[src/rtl/entry_sequencer.sv]
// Byte-entry sequencer: synchronizes the enter button, writes NUM_WORDS bytes, then runs compute.
// Optional build macro DEBOUNCE_EN replaces the edge detector with a stable-low debouncer.
module entry_sequencer #(
   parameter int NUM_WORDS       = 8,
   parameter int ADDR_W          = 3,
   parameter int DATA_W          = 8,
   parameter int DEBOUNCE_CYCLES = 16
) (
   input  logic              clk,
   input  logic              nreset,
   input  logic              nenter,
   input  logic [DATA_W-1:0] inputdata,
   input  logic              compute_done,
   output logic              wr_en,
   output logic [ADDR_W-1:0] wr_addr,
   output logic [DATA_W-1:0] wr_data,
   output logic              start_compute,
   output logic              busy,
   output logic              result_valid,
   output logic [ADDR_W:0]   entry_count,
   output logic [1:0]        state_code
);

   typedef enum logic [1:0] {
      COLLECT   = 2'b00,
      START     = 2'b01,
      WAIT_DONE = 2'b10,
      SHOW      = 2'b11
   } state_t;

   localparam logic [ADDR_W:0] LAST = (ADDR_W+1)'(NUM_WORDS - 1);
   localparam logic [ADDR_W:0] ONE  = (ADDR_W+1)'(1);

   logic s1_q, s2_q, s3_q;
   logic press_d, press_q;

   always_ff @(posedge clk or negedge nreset) begin
      if (!nreset) begin
         s1_q    <= 1'b1;
         s2_q    <= 1'b1;
         s3_q    <= 1'b1;
         press_q <= 1'b0;
      end else begin
         s1_q    <= nenter;
         s2_q    <= s1_q;
         s3_q    <= s2_q;
         press_q <= press_d;
      end
   end

`ifdef DEBOUNCE_EN
   localparam int CNT_W = $clog2(DEBOUNCE_CYCLES + 1);
   localparam logic [CNT_W-1:0] CNT_FIRE = CNT_W'(DEBOUNCE_CYCLES - 1);
   localparam logic [CNT_W-1:0] CNT_SAT  = CNT_W'(DEBOUNCE_CYCLES);

   logic [CNT_W-1:0] cnt_q;

   // Counter saturates after firing, so a long low period yields a single event.
   always_ff @(posedge clk or negedge nreset) begin
      if (!nreset) begin
         cnt_q <= '0;
      end else if (s2_q != s3_q) begin
         cnt_q <= '0;
      end else if (!s2_q && (cnt_q != CNT_SAT)) begin
         cnt_q <= cnt_q + CNT_W'(1);
      end
   end

   assign press_d = !s2_q && (s2_q == s3_q) && (cnt_q == CNT_FIRE);
`else
   assign press_d = s3_q && !s2_q;
`endif

   state_t              state_q;
   logic                wr_en_q, start_compute_q, busy_q, result_valid_q;
   logic [ADDR_W-1:0]   wr_addr_q;
   logic [DATA_W-1:0]   wr_data_q;
   logic [ADDR_W:0]     entry_count_q;
   logic [1:0]          state_code_q;

   // state_q leads the visible state_code by one cycle so start_compute lands after the final write.
   always_ff @(posedge clk or negedge nreset) begin
      if (!nreset) begin
         state_q         <= COLLECT;
         wr_en_q         <= 1'b0;
         wr_addr_q       <= '0;
         wr_data_q       <= '0;
         start_compute_q <= 1'b0;
         busy_q          <= 1'b0;
         result_valid_q  <= 1'b0;
         entry_count_q   <= '0;
         state_code_q    <= COLLECT;
      end else begin
         wr_en_q         <= 1'b0;
         start_compute_q <= 1'b0;
         case (state_q)
            COLLECT: begin
               if (press_q) begin
                  wr_en_q       <= 1'b1;
                  wr_addr_q     <= entry_count_q[ADDR_W-1:0];
                  wr_data_q     <= inputdata;
                  entry_count_q <= entry_count_q + ONE;
                  if (entry_count_q == LAST) state_q <= START;
               end
            end
            START: begin
               start_compute_q <= 1'b1;
               busy_q          <= 1'b1;
               state_code_q    <= START;
               state_q         <= WAIT_DONE;
            end
            WAIT_DONE: begin
               state_code_q <= WAIT_DONE;
               // A done seen while start_compute is still high belongs to the START cycle.
               if (compute_done && !start_compute_q) begin
                  state_q        <= SHOW;
                  state_code_q   <= SHOW;
                  busy_q         <= 1'b0;
                  result_valid_q <= 1'b1;
               end
            end
            SHOW: begin
               if (press_q) begin
                  state_q        <= COLLECT;
                  state_code_q   <= COLLECT;
                  result_valid_q <= 1'b0;
                  entry_count_q  <= '0;
               end
            end
            default: state_q <= COLLECT;
         endcase
      end
   end

   assign wr_en         = wr_en_q;
   assign wr_addr       = wr_addr_q;
   assign wr_data       = wr_data_q;
   assign start_compute = start_compute_q;
   assign busy          = busy_q;
   assign result_valid  = result_valid_q;
   assign entry_count   = entry_count_q;
   assign state_code    = state_code_q;

endmodule

[config.mk]
export PLATFORM = sky130hd
export DESIGN_NAME = entry_sequencer
export DESIGN_NICKNAME = d
export VERILOG_FILES = /design/src/rtl/entry_sequencer.sv
export SDC_FILE = /design/constraint.sdc
export NUM_CORES = 1
export LEC_CHECK = 0
export BUFFER_PORTS_ARGS = -buffer_cell sky130_fd_sc_hd__buf_2
export CORE_AREA = 2 2 53 68
export CTS_BUF_LIST = sky130_fd_sc_hd__clkbuf_8
export DETAILED_ROUTE_END_ITERATION = 10
export DIE_AREA = 0 0 55 70
export PLACE_DENSITY_LB_ADDON = 0.3
export REMOVE_ABC_BUFFERS = 1
export SYNTH_ARGS = -nofsm -noshare
export SYNTH_HDL_FRONTEND = slang
export SYNTH_SLANG_ARGS = --single-unit
[constraint.sdc]
create_clock -name clk -period 1.4 [get_ports clk]
set_input_delay 0.28 -clock clk [delete_from_list [all_inputs] [get_ports clk]]
set_output_delay 0.28 -clock clk [all_outputs]
set_load 0.02 [all_outputs]
Word-level counts from Yosys, hierarchy flattened
Index checks and enable logic that the tools add are counted.
{"block": "classes", "addsub": 1, "multipliers": 0, "div": 0, "order_cmp": 0, "n_eq_ne": 8, "n_shift": 0, "n_mux": 18, "n_bitwise": 0, "n_reduce_logical": 15}
{"cell": "2-to-1 mux 2 bit", "n": 4}
{"cell": "2-to-1 mux 4 bit", "n": 2}
{"cell": "!= test 2 bit, second input constant", "n": 4}
{"cell": "case mux 2 bit (4 select lines)", "n": 1}
{"cell": "case mux 4 bit (2 select lines)", "n": 1}
{"cell": "2-to-1 mux 1 bit", "n": 7}
{"cell": "case mux 2 bit (3 select lines)", "n": 1}
{"cell": "AND reduction 2 bit", "n": 3}
{"cell": "AND reduction 3 bit", "n": 2}
{"cell": "nonzero test 2 bit", "n": 3}
{"cell": "adder 4 x 1 -> 4 bit, second input constant", "n": 1}
{"cell": "== test 2 bit, second input constant", "n": 2}
{"cell": "== test 4 x 3 -> 1 bit, second input constant", "n": 1}
{"cell": "case mux 1 bit (2 select lines)", "n": 2}
{"cell": "AND reduction 4 bit", "n": 1}
{"cell": "nonzero test 3 bit", "n": 1}
{"cell": "== test 2 x 1 -> 1 bit, second input constant", "n": 1}
{"cell": "logical AND 1 bit", "n": 2}
{"cell": "logical NOT 1 bit", "n": 2}
{"cell": "logical NOT 2 bit", "n": 1}
{"block": "word_totals", "regBits": 27, "latch_bits": 0, "ramBits": 0, "romBits": 0, "input_bits": 12, "output_inout_bits": 21, "word_cells": 55, "n_memories": 0}

Logic depth before layout (Yosys ltp)
{"block": "logic_depth", "ltp_word": 4, "ltp_mapped": 6, "ltp_nobuf": 6}

Worst setup path before layout
Ideal clock, no wire load.
{"block": "synth_timing", "path_kind": "flip-flop to flip-flop", "from": "register state_q[0]", "to": "register state_q[1]", "setup_time_ns": 0.125, "t_arrival_ns": 1.376, "required_time_ns": 1.275, "slack_ns": -0.101, "stages_incl_launch_ff": 6, "n_path_buf": 0, "period_less_slack_ns": 1.501, "path_cell_list": "dfrtp_1 inv_1 ha_1 nor2_2 o211a_1 mux2_4"}
{"block": "synth_via", "elab_chain_cells": 3, "elab_cells_between_ends": 10, "classes_between": "eq/ne (7); mux (1); reduce/logical (2)"}
{"element": "start: declaration", "line": "74", "text": "state_t state_q;"}
{"element": "start signal: assignment", "line": "84", "text": "state_q <= COLLECT;"}
{"element": "start signal: assignment", "line": "103", "text": "if (entry_count_q == LAST) state_q <= START;"}
{"element": "start signal: assignment", "line": "110", "text": "state_q <= WAIT_DONE;"}
{"element": "== test 2 bit or logical NOT 2 bit (tied branches)", "line": "96", "text": "case (state_q)"}
{"element": "!= test 2 bit (no line)"}
{"element": "AND reduction 4 bit (no line)"}
Parallel ways exist; a longest one is shown, timed or not.
A chain may end at the register's enable or synchronous reset.

Worst setup path in the final report
{"block": "layout_timing", "from": "register state_q[0]", "to": "register state_code_q[1], in the netlist state_code[1]"}
{"block": "layout_via", "elab_chain_cells": 3, "elab_cells_between_ends": 7, "classes_between": "eq/ne (4); mux (1); reduce/logical (2)"}
{"element": "== test 2 bit or == test 2 x 1 -> 1 bit (tied branches)", "line": "96"}
{"element": "!= test 2 bit (no line) or nonzero test 3 bit (tied branches)"}
{"element": "AND reduction 2 bit (no line)"}
{"element": "end signal: assignment", "line": "92", "text": "state_code_q <= COLLECT;"}
{"element": "end signal: assignment", "line": "109", "text": "state_code_q <= START;"}
{"element": "end signal: assignment", "line": "113", "text": "state_code_q <= WAIT_DONE;"}
{"element": "end: declaration", "line": "79", "text": "logic [1:0] state_code_q;"}
Parallel ways exist; a longest one is shown, timed or not.

==> run_results.csv <==
group,metric,value,unit
status,status,"complete, but fails checks",
cts,clock-sinks,27,
logic_synthesis,synth-seq-cells,27,
timing,fin_worst_skew,0.00550,ns
cells_and_area,stdcell_count,179,
die,die_h,70,um
global_route,antenna_found_initial,0,
cells_and_area,multiInputGateArea,507,um^2
place,place_ws,-0.200,ns
drt,route.detailed.drc,0,
drt,antenna_left,0,
timing,layout_setup_ws,-0.0260,ns
logic_synthesis,synth_ff_type,"dfrtp_1",
place,gp_congestion,0.801,
cts,cts_buffers,3,
pwr,switching_share,39.2,%
logic_synthesis,synthCells,93,
logic_synthesis,synth_edf_count,0,
place,io_buffers,32,
timing,period_minus_slack,1.43,ns
logic_synthesis,yosysUniqueCellTypes,27,
pwr,p_per_area,2370,nW/um^2
setup_path,cp_cell_sequence,"ha_1, nor2b_2, nor2_1, mux2_2",
global_route,grt_overflow,0,
timing,worst_pin_slew,0.586,ns
cts,clk_latency,0.26,ns
timing,rsz0062_at_grt,"true",
drt,via_per_inst,4.78,
timing,final_hold_viol_count,0,
pwr,power_leakage,0.000796,uW
place,placed_cells,171,
logic_synthesis,synth_top_area_cell,"dfrtp_1",
logic_synthesis,syn_area_per_cell,12.8,um^2
setup_path,path_class,"flop to flop",
cells_and_area,fin_nets,160,
logic_synthesis,synth_warnings,0,
setup_path,path_buf_inv,0,
logic_synthesis,synthArstFlopShare,100,%
pwr,p_switching,1460,uW
cells_and_area,drive_gt1_share,52.9,%
pwr,intPower,2270,uW
cts,ctsRootBufferMaster,"clkbuf_8",
logic_synthesis,ys_seq_area_share,57.2,%
timing,fmax,701,MHz
timing,setup_violations,2,
drt,firstDrtPassIters,3,
pwr,pwr-share-comb,54.6,%
status,violations,"negative setup slack",
global_route,grt_pass1_vias,888,
setup_path,cp_slowest_cell,"dfrtp_1",
setup_path,crit_path_max_fanout,3,
run,drv_cap,0,
die,ios,33,
cells_and_area,nFillCells,309,
global_route,grt_pass1_wl,3850,um
logic_synthesis,synth.most_common_cell,"dfrtp_1",
setup_path,slowest_delay,0.42,ns
min_path,holdCritPathClass,"primary input to asynchronous set/reset pin",
setup_path,cp-end-kind,"flop",
cts,htree_levels,1,
timing,final_max_slew_viol_count,0,
pwr,power,3730,uW
cells_and_area,regArea,679,um^2
die,dieWidth,55,um
place,dpl.hpwl,1790,um
setup_path,worstPathRequired,1.55,ns
logic_synthesis,synth.area.top_cells,"dfrtp_1 (51%), mux2_4 (7.6%), ha_1 (7.4%)",
timing,max_slew_margin,60.9,%
die,core_area,3300,um^2
setup_path,path_delay_family,"flip-flops",
die,die-area,3850,um^2
logic_synthesis,syn_area,1190,um^2
drt,wl_per_cell,13.5,um
setup_path,cp-start-kind,"flop",
die,start_util,35.9,%
drt,drt_iter0_drc,11,
die,rows,24,
setup_path,cp.arrival,1.58,ns
cts,cts_buffer_depth,2,
logic_synthesis,synth_commonest_cells,"dfrtp_1 (24), nand2_1 (8), ha_1 (7)",
timing,timing.final.crit_share,102,%
logic_synthesis,synth_top_cell_area_share,50.6,%
pwr,peakVddDrop,0.00131,V
pwr,clock_power_share,11.3,%
cts,clk_pin_slew_worst_paths,0.09,ns
cells_and_area,synthToLayoutAreaGrowth,32.4,%
cells_and_area,insertedDiodeCount,0,
pwr,power_frac_seq,34.2,%
drt,vias,856,
drt,drt-total-wl,2420,um
cts,cts_tree,"yes",
global_route,grt_max_degree,28,
global_route,track_usage,13.1,%
## logic make-up (layout without fill, tap and decap cells)
family | after synthesis | in the layout | share of synthesized area (%)
multiplexers | 11 | 11 | 12.3
adder cells (fa/ha/maj) | 7 | 7 | 7.38
AO/OA/AOI/OAI | 20 | 20 | 10.6
buffers and inverters | 9 | 56 | 3.69
AND/OR/NAND/NOR | 19 | 19 | 8.75
flip-flops | 27 | 27 | 57.2
## metal layers
layer  vias up  routed length [um]  track usage (%)  share of wire (%)
met2        32                1180             20.6                 49
met1       406                1050             17.7                 44
met4         0                  29             4.88                1.2
met3         4                 151             2.14                6.2
li1        414                   -                -                  -
met5         -                   0                0                  0
## cells in the final DEF (no fill, tap or decap), types with 2 or more instances in the layout
cell type,instances
o22ai_1,3
ha_4,2
a21oi_1,4
dfrtp_1,24
o21ai_0,5
mux2_4,6
clkbuf_8,3
nor2_1,2
inv_2,2
nand2_4,2
o21ai_1,2
mux2_2,5
dfstp_2,3
ha_1,5
buf_4,13
buf_2,32
nor2b_1,2
nand2_1,7
nor3b_2,2
inv_1,5
## layout make-up
class,count,area share [%]
Inverter,6,1.43
Sequential cell,27,43.2
Clock buffer,3,2.63
Multi-Input combinational cell,57,32.2
Tap cell,39,3.11
Timing Repair Buffer,46,17.1
Clock inverter,1,0.239
## sequential cells by signal, indices dropped and copies added (netlist names), 2 cells and up
| register | cells |
|---|---|
| state_code | 2 |
| wr_data | 8 |
| entry_count | 4 |
| wr_addr | 3 |
| state_q | 2 |
## stage by stage
step / util [%] / setup TNS (ns) / hold WS, ns / cell area, um^2
floorplan: - / -0.336 / -0.0156 / 1170
global placement: 43.9 / -0.356 / 0.315 / 1450
detailed placement: 43.9 / -1.62 / 0.328 / 1450
CTS: 47.1 / -0.0505 / 0.0304 / 1560
global route: 47.6 / -0.285 / 0.0581 / 1570
finish: 47.6 / -0.0505 / 0.00555 / 1570
## worst paths after layout
path / slack [ns] / from / end / cells after the start
worst min register to register: 0.36 / s1_q / s2_q / 0
max in group asynchronous: 1.01 / nreset / press_q / 1
worst max register to register: -0.03 / state_q[0] / state_code[1] / 4
worst max-delay path: -0.03 / state_q[0] / state_code[1] / 4
min in group clk: 0.11 / nenter / s1_q / 1
worst min-delay path: 0.006 / nreset / wr_data[3] / 1
## power groups by stage
stage | Combinational, uW | Clock, uW | Sequential [uW]
after detailed placement | 1840 | 0 | 1290
after CTS | 2030 | 436 | 1280
after global routing | 2220 | 476 | 1320
final | 2040 | 420 | 1280
after global placement | 1780 | 0 | 1260
after floorplan | 788 | 0 | 1640
## repair_timing
action	in CTS	in global routing
resized for setup	8	4
pin swaps	2	2
endpoints found under the setup margin	18	7
buffers inserted	4	0
hold buffers	0	0
(Power assumes the default switching activity.)
